$ cat config.mk
export PLATFORM = sky130hd
export DESIGN_NAME = vending_machine_multi
export DESIGN_NICKNAME = d
export VERILOG_FILES = /design/src/rtl/vm_pkg.sv /design/src/rtl/vm_change_disp.sv /design/src/rtl/vending_machine_multi.sv
export SDC_FILE = /design/constraint.sdc
export NUM_CORES = 1
export LEC_CHECK = 0
export CAP_MARGIN = 10
export CORE_MARGIN = 3
export CORE_UTILIZATION = 50
export CTS_CLUSTER_SIZE = 16
export DETAILED_ROUTE_END_ITERATION = 7
export DONT_BUFFER_PORTS = 1
export PLACE_DENSITY = 0.74
export SLEW_MARGIN = 20
export SYNTH_ARGS = -nofsm -noshare
export SYNTH_HDL_FRONTEND = slang
export SYNTH_SLANG_ARGS = --single-unit
export TNS_END_PERCENT = 5
$ cat constraint.sdc
create_clock -name clk -period 8.7 [get_ports clk]
set_input_delay 1.74 -clock clk [delete_from_list [all_inputs] [get_ports clk]]
set_output_delay 1.74 -clock clk [all_outputs]
set_load 0.05 [all_outputs]
$ cat src/rtl/vm_pkg.sv
// Shared definitions for the multi-item vending controller.
//   - Coin codes (shared by the coin input, the change output and the coin_rej echo).
//   - coin_val(): coin code -> value in half-units.
//   - vm_state_t: controller FSM states.
package vm_pkg;

  localparam logic [1:0] COIN_NONE = 2'b00;
  localparam logic [1:0] COIN_HALF = 2'b01;
  localparam logic [1:0] COIN_ONE  = 2'b10;
  localparam logic [1:0] COIN_TWO  = 2'b11;

  typedef enum logic [1:0] {
    IDLE,
    VEND,
    CHANGE
  } vm_state_t;

  function automatic logic [2:0] coin_val(input logic [1:0] code);
    case (code)
      COIN_HALF: coin_val = 3'd1;
      COIN_ONE:  coin_val = 3'd2;
      COIN_TWO:  coin_val = 3'd4;
      default:   coin_val = 3'd0;
    endcase
  endfunction

endpackage

$ cat src/rtl/vm_change_disp.sv
// Greedy coin dispenser, shared by the change and the refund paths.
//   clk, rst  : clock, synchronous active-high reset
//   load      : capture load_val as the amount still owed
//   emit      : pay out one coin this edge (from load_val when load is also set)
//   load_val  : amount owed, half-units
//   change    : registered coin paid out, COIN_NONE when not emitting
//   done      : nothing left to pay; while a coin is on change it was the last one
module vm_change_disp
  import vm_pkg::*;
#(
  parameter int CREDIT_W = 6
) (
  input  logic                clk,
  input  logic                rst,
  input  logic                load,
  input  logic                emit,
  input  logic [CREDIT_W-1:0] load_val,
  output logic [1:0]          change,
  output logic                done
);

  logic [CREDIT_W-1:0] remaining;
  logic [CREDIT_W-1:0] src;
  logic [1:0]          coin_sel;

  // Largest coin that still fits in what is owed.
  always_comb begin
    src = load ? load_val : remaining;
    if (src >= CREDIT_W'(4))      coin_sel = COIN_TWO;
    else if (src >= CREDIT_W'(2)) coin_sel = COIN_ONE;
    else if (src != '0)           coin_sel = COIN_HALF;
    else                          coin_sel = COIN_NONE;
  end

  always_ff @(posedge clk) begin
    if (rst) begin
      remaining <= '0;
      change    <= COIN_NONE;
    end else begin
      change <= emit ? coin_sel : COIN_NONE;
      if (emit)      remaining <= src - CREDIT_W'(coin_val(coin_sel));
      else if (load) remaining <= load_val;
    end
  end

  assign done = (remaining == '0);

endmodule

$ cat src/rtl/vending_machine_multi.sv
// Multi-item vending controller: credit accumulation with saturation, per-item
// price lookup, vend / deny / cancel handling, and a registered greedy coin
// stream for change and refunds.
// Optional feature macro: VM_COIN_REJECT_EN (adds coin_rej; coins that arrive
// while busy or would overflow MAX_CREDIT are echoed back instead of credited).
// Ports:
//   clk, rst        : clock, synchronous active-high reset
//   coin            : inserted coin code, sampled every edge
//   sel_vld/sel_item: item request strobe and index
//   cancel          : refund request
//   sell/sell_item  : 1-cycle dispense pulse and item index
//   deny            : 1-cycle refusal pulse
//   change          : returned coin this cycle
//   busy            : high while vending or paying out
//   credit          : current credit in half-units (0 while busy)
//   coin_rej        : rejected coin echo (VM_COIN_REJECT_EN only)
// Handshake: sel_vld and cancel are single-cycle strobes with no ready; they are
// acted on only in a cycle where busy is low and are dropped otherwise.
module vending_machine_multi
  import vm_pkg::*;
#(
  parameter int                          CREDIT_W   = 6,
  parameter int                          N_ITEMS    = 4,
  parameter logic [N_ITEMS*CREDIT_W-1:0] PRICES     = {6'd2, 6'd5, 6'd4, 6'd3},
  parameter int                          MAX_CREDIT = 10,
  localparam int                         IDX_W      = (N_ITEMS > 1) ? $clog2(N_ITEMS) : 1
) (
  input  logic                clk,
  input  logic                rst,
  input  logic [1:0]          coin,
  input  logic                sel_vld,
  input  logic [IDX_W-1:0]    sel_item,
  input  logic                cancel,
  output logic                sell,
  output logic [IDX_W-1:0]    sell_item,
  output logic                deny,
  output logic [1:0]          change,
  output logic                busy,
  output logic [CREDIT_W-1:0] credit
`ifdef VM_COIN_REJECT_EN
  ,
  output logic [1:0]          coin_rej
`endif
);

  localparam logic [CREDIT_W:0]   MAX_W = (CREDIT_W+1)'(MAX_CREDIT);
  localparam logic [CREDIT_W-1:0] MAX_C = CREDIT_W'(MAX_CREDIT);

  vm_state_t           state, state_n;
  logic [CREDIT_W-1:0] credit_n;
  logic                sell_n, deny_n, busy_n;
  logic [IDX_W-1:0]    item_n;
  logic [CREDIT_W:0]   sum;
  logic [CREDIT_W-1:0] eff;
  logic [CREDIT_W-1:0] price;
  logic                item_ok;
  logic                disp_load, disp_emit, disp_done;
  logic [CREDIT_W-1:0] disp_val;
`ifdef VM_COIN_REJECT_EN
  logic                over;
  logic [1:0]          rej_n;
`endif

  // Effective credit: the coin of this cycle counts before any request.
  always_comb begin
    sum = {1'b0, credit} + (CREDIT_W+1)'(coin_val(coin));
`ifdef VM_COIN_REJECT_EN
    over  = (sum > MAX_W);
    eff   = over ? credit : sum[CREDIT_W-1:0];
    rej_n = ((state != IDLE) || over) ? coin : COIN_NONE;
`else
    eff   = (sum > MAX_W) ? MAX_C : sum[CREDIT_W-1:0];
`endif
  end

  // Price lookup; indices beyond N_ITEMS leave item_ok low.
  always_comb begin
    price   = '0;
    item_ok = 1'b0;
    for (int i = 0; i < N_ITEMS; i++) begin
      if (int'(sel_item) == i) begin
        price   = PRICES[i*CREDIT_W +: CREDIT_W];
        item_ok = 1'b1;
      end
    end
  end

  // Next state and next registered outputs.
  always_comb begin
    state_n   = state;
    credit_n  = credit;
    sell_n    = 1'b0;
    deny_n    = 1'b0;
    item_n    = sell_item;
    disp_load = 1'b0;
    disp_emit = 1'b0;
    disp_val  = eff;
    case (state)
      IDLE: begin
        if (cancel) begin
          // Refund starts paying out immediately; eff == 0 means nothing to do.
          if (eff != '0) begin
            state_n   = CHANGE;
            credit_n  = '0;
            disp_load = 1'b1;
            disp_emit = 1'b1;
          end
        end else if (sel_vld) begin
          if (item_ok && (eff >= price)) begin
            state_n   = VEND;
            credit_n  = '0;
            sell_n    = 1'b1;
            item_n    = sel_item;
            disp_load = 1'b1;
            disp_val  = eff - price;
          end else begin
            deny_n   = 1'b1;
            credit_n = eff;
          end
        end else begin
          credit_n = eff;
        end
      end
      VEND: begin
        if (!disp_done) begin
          state_n   = CHANGE;
          disp_emit = 1'b1;
        end else begin
          state_n = IDLE;
        end
      end
      CHANGE: begin
        // done here means the coin now on change is the last one.
        if (disp_done) state_n = IDLE;
        else           disp_emit = 1'b1;
      end
      default: state_n = IDLE;
    endcase
    busy_n = (state_n != IDLE);
  end

  always_ff @(posedge clk) begin
    if (rst) begin
      state     <= IDLE;
      credit    <= '0;
      sell      <= 1'b0;
      sell_item <= '0;
      deny      <= 1'b0;
      busy      <= 1'b0;
`ifdef VM_COIN_REJECT_EN
      coin_rej  <= COIN_NONE;
`endif
    end else begin
      state     <= state_n;
      credit    <= credit_n;
      sell      <= sell_n;
      sell_item <= item_n;
      deny      <= deny_n;
      busy      <= busy_n;
`ifdef VM_COIN_REJECT_EN
      coin_rej  <= rej_n;
`endif
    end
  end

  vm_change_disp #(
    .CREDIT_W (CREDIT_W)
  ) u_disp (
    .clk      (clk),
    .rst      (rst),
    .load     (disp_load),
    .emit     (disp_emit),
    .load_val (disp_val),
    .change   (change),
    .done     (disp_done)
  );

endmodule

======== Yosys cells after proc, flatten, opt, wreduce, memory -nomap -nowiden ========
Cells that the tools add are included.
cells by class
  add/sub/neg operators ................... 3
  $lt $le $gt $ge ......................... 4
  eq/ne operators ......................... 12
  muxes and demuxes ....................... 42
  bitwise gates (word level) .............. 4
  reduce and logical (&&, ||, !) cells .... 13
operator list
  operator                                                number
  two-way mux 6 bit                                       14
  two-way mux 2 bit                                       9
  one-hot mux 3 bit (3 select lines)                      2
  equality test 2 bit (second input constant)             7
  two-way mux 1 bit                                       13
  nonzero test 6 bit                                      2
  equality test 2 x 1 -> 1 bit (second input constant)    4
  adder 6 x 3 -> 7 bit                                    1
  > comparator 7 x 4 -> 1 bit (second input constant)     1
  >= comparator 6 x 2 -> 1 bit (second input constant)    1
  >= comparator 6 x 3 -> 1 bit (second input constant)    1
  >= comparator 6 bit                                     1
  logical NOT 6 bit                                       1
  two-way mux 3 bit                                       2
  one-hot mux 2 bit (3 select lines)                      1
  subtractor 6 x 3 -> 6 bit                               1
  subtractor 6 bit                                        1
  logical NOT 2 bit                                       2
  NOT 1 bit                                               4
  AND reduction 4 bit                                     1
  OR reduction 2 bit                                      2
  OR reduction 4 bit                                      1
  OR reduction 3 bit                                      1
  inequality test 2 x 1 -> 1 bit (second input constant)  1
  other kinds (4)                                         4
word-level totals
  register bits ........................... 21
  input bits .............................. 8
  output and inout port bits .............. 13
  word-level logic and storage cells ...... 86

======== Depth between registers and ports, before layout ========
Gate-level depths: netlist (run 1).
  depth in word-level cells ............... 22
  gate-level depth with buffers ........... 26
  gate-level depth less buffers ........... 26

======== Cells and area by module ========
From an unflattened synthesis (run 1), not the netlist that was laid out.
unflattened totals
  cell total of the unflattened synthesis .. 178
  area, all modules ....................... 1567.8 µm²
modules (own cells, without submodules)
  module                 instances  cells each  area each (µm²)  sequential area each (µm²)
  vending_machine_multi  1          118         1033.5           260.2
  vm_change_disp         1          60          534.3            160.2

======== Least setup slack after synthesis (run 1) ========
Ideal clock, no wire load.
  path kind ............................... input -> register
  from .................................... input port coin[0]
  to ...................................... register u_disp.remaining[4]
  arrival ................................. 6648 ps
  data required time ...................... 8629 ps
  slack ................................... 1982 ps
  stages on the path ...................... 25
  buffers on the path ..................... 0
  path through ............................ nor2b_1 -> ha_1 -> inv_1 -> fa_1 -> nand2b_1 -> or4_4 -> a21oi_4 -> o21a_1 -> nand2_1 -> ha_1 -> fa_1 -> a21bo_2 -> a21oi_2 -> o211a_1 -> o21ai_0 -> o211ai_1 -> nor3_2 -> nor3b_2 -> ha_1 -> inv_1 -> fa_1 -> nand2_1 -> o211ai_1 -> or3_1 -> a21oi_1
between the ends
  word-level cells in the longest chain between the ends .. 22
  elaborated cells between the ends (all ways) .. 37
ends and longest elaborated chain
  item                                                                          line                         text
  start, declared                                                               vending_machine_multi.sv:30  input logic [1:0] coin,
  equality test 2 bit / equality test 2 x 1 -> 1 bit (equally long branches)    vm_pkg.sv:19                 case (code)
  one-hot mux 3 bit (3 select lines) (*)                                        vm_pkg.sv:19
  adder 6 x 3 -> 7 bit (*)                                                      vending_machine_multi.sv:66  sum = {1'b0, credit} + (CREDIT_W+1)'(coin_val(coin));
  > comparator 7 x 4 -> 1 bit                                                   vending_machine_multi.sv:72  eff = (sum > MAX_W) ? MAX_C : sum[CREDIT_W-1:0];
  two-way mux 6 bit (*)                                                         vending_machine_multi.sv:72
  parallel branches: the longest is 16 deep, another holds >= comparator 6 bit  -
  two-way mux 6 bit (*)                                                         vm_change_disp.sv:41         if (emit) remaining <= src - CREDIT_W'(coin_val(coin_sel));
  end signal, assigned                                                          vm_change_disp.sv:41
  end signal, assigned                                                          vm_change_disp.sv:42         else if (load) remaining <= load_val;
  end, declared                                                                 vm_change_disp.sv:22         logic [CREDIT_W-1:0] remaining;
Mark *: on every way between the ends. The select of a mux whose other input is x is not followed.
A chain may end at the register's enable or synchronous reset.

======== Final worst setup path (run 1) ========
  from .................................... input port coin[0]
  to ...................................... register u_disp.remaining[5]
The elaborated chain is that of the path after synthesis.

==> results of run 1 <==
==> layout by cell type, fill, tap and decap left out, drive strengths merged, types with 2 or more instances in the layout <==
cell type / synthesis / routed
dfxtp: 21 / 21
nand2: 18 / 18
nor2: 18 / 18
inv: 17 / 17
a21oi: 17 / 17
ha: 16 / 16
o21ai: 9 / 9
o211ai: 6 / 6
and2: 5 / 5
nor3: 5 / 5
a21boi: 4 / 4
nor2b: 3 / 3
a21o: 3 / 3
nand2b: 3 / 3
a32oi: 3 / 3
xnor2: 3 / 3
fa: 3 / 3
clkbuf: 2 / 3
or3: 3 / 3
o211a: 2 / 2
a211o: 2 / 2
xor2: 2 / 2
o2111ai: 2 / 2
a22oi: 2 / 2
and3: 2 / 2
nor4: 2 / 2
or4: 2 / 2
nand3: 2 / 2
a31o: 2 / 2
==> flip-flops by register name (all words and copies together), names as in the netlist <==
register,cells
u_disp.remaining,6
deny,1
state,2
sell,1
busy,1
u_disp.change,2
credit,6
sell_item,2
==> cell families after synthesis <==
family	after synthesis	synth area share, %
buf+inv	21	4.850
xor+xnor	5	2.612
flops	21	25.07
mux	2	1.269
fa+ha+maj	19	15.52
compound gates	64	28.58
simple gates	69	22.09
==> worst paths after layout <==
| path | end | cells after the start | slack [ns] |
|---|---|---|---|
| max | u_disp.remaining[5] | 24 | 1.71 |
| max reg2reg | u_disp.remaining[5] | 23 | 2.46 |
| min | state[1] | 2 | 0.60 |
| min reg2reg | state[1] | 2 | 0.60 |
==> worst max-delay path: stages <==
cell and delay (ns):
nor2b_1 0.12, ha_1 0.20, inv_1 0.06, fa_1 0.45, nand2b_1 0.20, or4_4 0.52, a21oi_4 0.24, o21a_1 0.19
nand2_1 0.07, ha_1 0.23, fa_1 0.42, a21bo_2 0.22, a21oi_2 0.07, o211a_1 0.19, o21ai_0 0.18, o211ai_1 0.18
nor3_2 0.38, nor3b_2 0.25, ha_1 0.19, inv_1 0.07, a21oi_1 0.17, o221ai_1 0.23, or4_1 0.52, a21oi_1 0.15
==> stage by stage <==
step	instance area, sq um	power, W	setup slack, ns
finish	1742	0.0004521	1.715
global route	1742	0.0004895	1.303
CTS	1742	0.0004491	1.811
detailed placement	1714	0.0003984	1.476
global placement	1714	0.0003905	1.613
floorplan	1677	0.0003509	1.982
==> cell type report <==
type	instances	area, sq um	share of cell area, %
multi-input cells	159	1175	67.46
flip-flops and latches	21	420.4	24.14
inverters	17	63.81	3.664
well taps	44	55.05	3.161
clock buffers	3	22.52	1.293
clock inverters	1	5.005	0.2874
==> power by group <==
group | switching, W | internal, W | total (W) | leakage, nW
clock | 0.0000337 | 0.0000172 | 0.0000509 | 0.0177
sequential | 0.0000383 | 0.000116 | 0.000154 | 0.172
combinational | 0.000143 | 0.000105 | 0.000247 | 0.524
total | 0.000215 | 0.000238 | 0.000452 | 0.713
==> routing by layer <==
layer	wire, um	vias up	global-route usage [%]
met5	0	-	0
met4	63	0	5.930
met3	199	8	2.460
met2	1873	43	33.81
met1	1718	726	25.27
li1	-	731	-
==> metrics.txt, run 1 <==
status complete, no violations; DRC violations left 0; Async SR Flop Fraction 0%; height of the die approximately 64 um; pwr/cell area 259.6 nW/um^2; Final setup viols 0; Critical path origin coin[0]; first-pass GRT wire length approximately 6500 um; clock buffer depth 2; Worst-path clk slew 0.13 ns; core area approximately 3100 sq um; EDFF count, synth 0; Hold Startpoint state[1]; Ports 21; Seq/Total Area, Yosys 25.07%; Post-CTS Hold Fix Bufs 0; top-count cell post-synth dfxtp_1; GRT Util Overall 19.61%; antenna cells 0; peak supply drop 0.0001040 V; IO Port Bufs 0; Relative slew margins 51.35%; Final GP Congestion 0.9265; post-route ant nets 0; worst hold slack 0.6001 ns; worst setup path class input port to flip-flop; worst skew pair latency around 0.32 ns; grt ovf 0; FP Rows 20; share of cells above drive strength 1 10.45%; syn_nets roughly 230; Critical Path RT 8.97 ns; DR WL/cell about 16 um; Netlist Area Pre-Place 1677 sq um; drt via density about 6; drt first-iter violations 70; CTS tree done; maximum clock frequency 143.2 MHz; initial antenna violation count 0; placed cells 241; vias in the first global route 1472; WP data arrival ~7.3 ns; CTS root buf clkbuf_4; via count 1508; Yosys top cell by area dfxtp_1; WL final 3854 um; setup_tns 0 ns; Layout Skew 0.006858 ns; Yosys cell types between 60 and 70; CP Max Fanout 7; initial core utilization 53.60%; leak pwr 0.7134 nW; Filler cells 304; Worst-Margin Slew 0.7288 ns; RSZ-0062 raised after global routing no; synthesized instance count 201; Post-DP HPWL ~3000 um; share of the synthesized area in the top cell type 25.07%; TritonRoute pass-1 iters 5; Max-Cap Viols 0; final hold viol count 0; # H-tree levels 1; CTS sink count 21; RR Startpoint credit[0]; Slew Limit Fails 0; Non-Filler Instances roughly 250; number of synthesized register bits 21; crit path launch type input port; commonest cells in the netlist dfxtp_1 (21), nand2_1 (18), nor2_1 (18); Main synth FF type dfxtp_1; crit end category flip-flop; Hold Path Class flip-flop to flip-flop; part of the cycle the worst path needs 80.29%; Area Overhead vs Synth 3.881%; Die W 63.91 um; Synth area leaders dfxtp_1 (25%), ha_1 (12%), nand2_1 (4.0%); syn avg cell area 8.341 sq um; Post-CTS Resized 0; post-CTS setup buffer count 0; crit path time final 6.985 ns; Layout Nets 229; Core Util, Final 55.68%; largest net degree at the start of global routing 18; Die Area 4084 sq um; total clock buffers created by CTS 3; yosys warns 0
Note: power is estimated with default switching activity, not from simulation.
==> run 2: changes to the inputs <==
==> constraint.sdc (replaced) <==
create_clock -name clk -period 6.7 [get_ports clk]
set_input_delay 1.34 -clock clk [delete_from_list [all_inputs] [get_ports clk]]
set_output_delay 1.34 -clock clk [all_outputs]
set_load 0.05 [all_outputs]
==> run 2 against run 1 <==
  * Worst hold slack better by 0.018 ns
  * Die area is the same
  * Register-to-register slack lost 1.7 ns
  * Clock skew shrank 0.0046 ns
  * Non-clock buffer count up 9
  * First-iteration DRC count is 16% higher
  * Critical path depth did not move
  * Sequential power grew 29%
  * Clock-buffer cell count stayed put
  * Critical path type unchanged
  * Highest routed layer unchanged
==> metrics.txt, run 2 (same netlist as run 1, synthesis figures left out) <==
Critical path origin coin[0]; via count 1553; Post-DP HPWL 3152 um; CTS tree done; worst skew pair latency 0.31 ns; leak pwr approximately 0.76 nW; Net Sw Frac 46.06%; Hold Startpoint state[1]; clock buffer depth 2; Final GP Congestion 0.9114; Largest regs credit x6, u_disp.remaining x6; Die Area roughly 4000 sq um; WL final between 3000 and 4000 um; Post-CTS Hold Fix Bufs 0; Comb pwr share 57.8%; antenna cells 0; setup_tns 0 ns; final hold viol count 0; drt via density slightly above 6; Non-Filler Instances 254; Core Util, Final a little under 60%; total power 0.0006233 W; CP Max Fanout 7; Worst-path clk slew approximately 0.13 ns; initial core utilization 53.60%; Filler cells 284; crit end category flip-flop; drt first-iter violations 81; CTS sink count 21; pwr/cell area 344.0 nW/um^2; Area Overhead vs Synth 8.060%; IO Port Bufs 0; Critical Path RT 6.95 ns; crit path launch type input port; maximum clock frequency 156.9 MHz; Worst-Margin Slew ~0.73 ns; DRC violations left 0; Max-Cap Viols 0; Relative slew margins 51.04%; Die W 63.91 um; core area 3128 sq um; CTS root buf clkbuf_4; Final setup viols 0; part of the cycle the worst path needs 95.15%; GRT Util Overall 20.14%; Layout Nets 238; crit path time final 6.375 ns; commonest non-fill, non-tap cell in the layout dfxtp_1; status complete, no violations; RSZ-0062 raised after global routing no; worst setup path class input port to flip-flop; Ports 21; cell area after layout 1812 sq um; RR Startpoint credit[1]; height of the die 63.91 um; largest net degree at the start of global routing 18; first-pass GRT wire length between 6000 and 7000 um; initial antenna violation count 0; WP data arrival approximately 6.6 ns; Seq pwr share approximately a third; # H-tree levels 1; total clock buffers created by CTS 3; Slew Limit Fails 0; Layout Skew 0.002249 ns; TritonRoute pass-1 iters 5; FP Rows 20; area post-placement 1759 sq um; grt ovf 0; Clk network pwr share between 10% and 20%; vias in the first global route 1511; Pint 0.0003362 W; placed cells about 250; DR WL/cell 15.57 um; Hold Path Class flip-flop to flip-flop; Psw 0.0002871 W; share of cells above drive strength 1 14.76%; post-route ant nets 0; peak supply drop between 0.00015 and 0.0002 V; commonest non-fill, non-tap cells in the layout dfxtp_1 (21), nand2_1 (18), nor2_1 (17)
[run 2: cell count changes in the layout (fill, tap and decap cells not counted), sizes merged]
cell  previous run  this run
buf              0         9
[run 2: worst paths after layout]
check                   endpoint  slack [ns]  depth (start not counted)
max          u_disp.remaining[5]        0.32                         24
min                     state[1]        0.62                          2
max reg2reg  u_disp.remaining[5]        0.79                         22
min reg2reg             state[1]        0.62                          2
[run 2: worst max-delay path, cell delays in order]
cell      delay, ns
nor2b_1        0.12
ha_1           0.20
inv_1          0.06
fa_1           0.38
nand2b_1       0.18
or4_4          0.52
a21oi_4        0.26
o21a_1         0.19
nand2_1        0.07
ha_1           0.23
fa_1           0.42
a21bo_2        0.23
a21oi_2        0.08
a21o_1         0.16
mux2i_1        0.19
a32oi_1        0.14
nor3_2         0.32
nor3b_2        0.22
ha_1           0.17
inv_1          0.06
a21oi_1        0.15
o221ai_1       0.23
or4_1          0.53
a21oi_1        0.18
[run 2: repair_timing]
item,CTS,global route
hold endpoints to repair,0,0
buffers inserted,0,3
gates resized for setup,0,2
endpoints found under the setup margin,0,2
[run 2: stage by stage]
stage,hold WS (ns),setup WS (ns)
after floorplan,0.5254,0.3817
after global routing,0.6890,0.002494
after detailed placement,0.6046,-0.02831
after global placement,0.5572,0.1604
after CTS,0.6226,0.2835
final,0.6182,0.3249
[run 2: power groups by stage]
stage / logic [W] / registers [W] / clock network [W]
after floorplan: 0.000260 / 0.000196 / 0
after global routing: 0.000401 / 0.000200 / 0.0000707
final: 0.000360 / 0.000198 / 0.0000653
after detailed placement: 0.000332 / 0.000200 / 0
after CTS: 0.000334 / 0.000197 / 0.0000656
after global placement: 0.000318 / 0.000199 / 0
[run 2: cell type report]
| type | instances | area, sq um | share of cell area [%] |
|---|---|---|---|
| Tap cell | 44 | 55.05 | 3.039 |
| Timing Repair Buffer | 9 | 67.56 | 3.729 |
| Inverter | 17 | 63.81 | 3.522 |
| Clock inverter | 1 | 5.005 | 0.2762 |
| Sequential cell | 21 | 420.4 | 23.20 |
| Clock buffer | 3 | 22.52 | 1.243 |
| Multi-Input combinational cell | 159 | 1177 | 64.99 |
[run 2: layer usage]
| metal | GRT usage [%] | vias to the layer above | wire, um | share of wire, % |
|---|---|---|---|---|
| li1 | - | 759 | - | - |
| met1 | 25.00 | 744 | 1722 | 44 |
| met2 | 35.35 | 41 | 1957 | 49 |
| met3 | 2.812 | 9 | 207 | 5.2 |
| met4 | 6.739 | 0 | 68 | 1.7 |
| met5 | 0 | - | 0 | 0 |
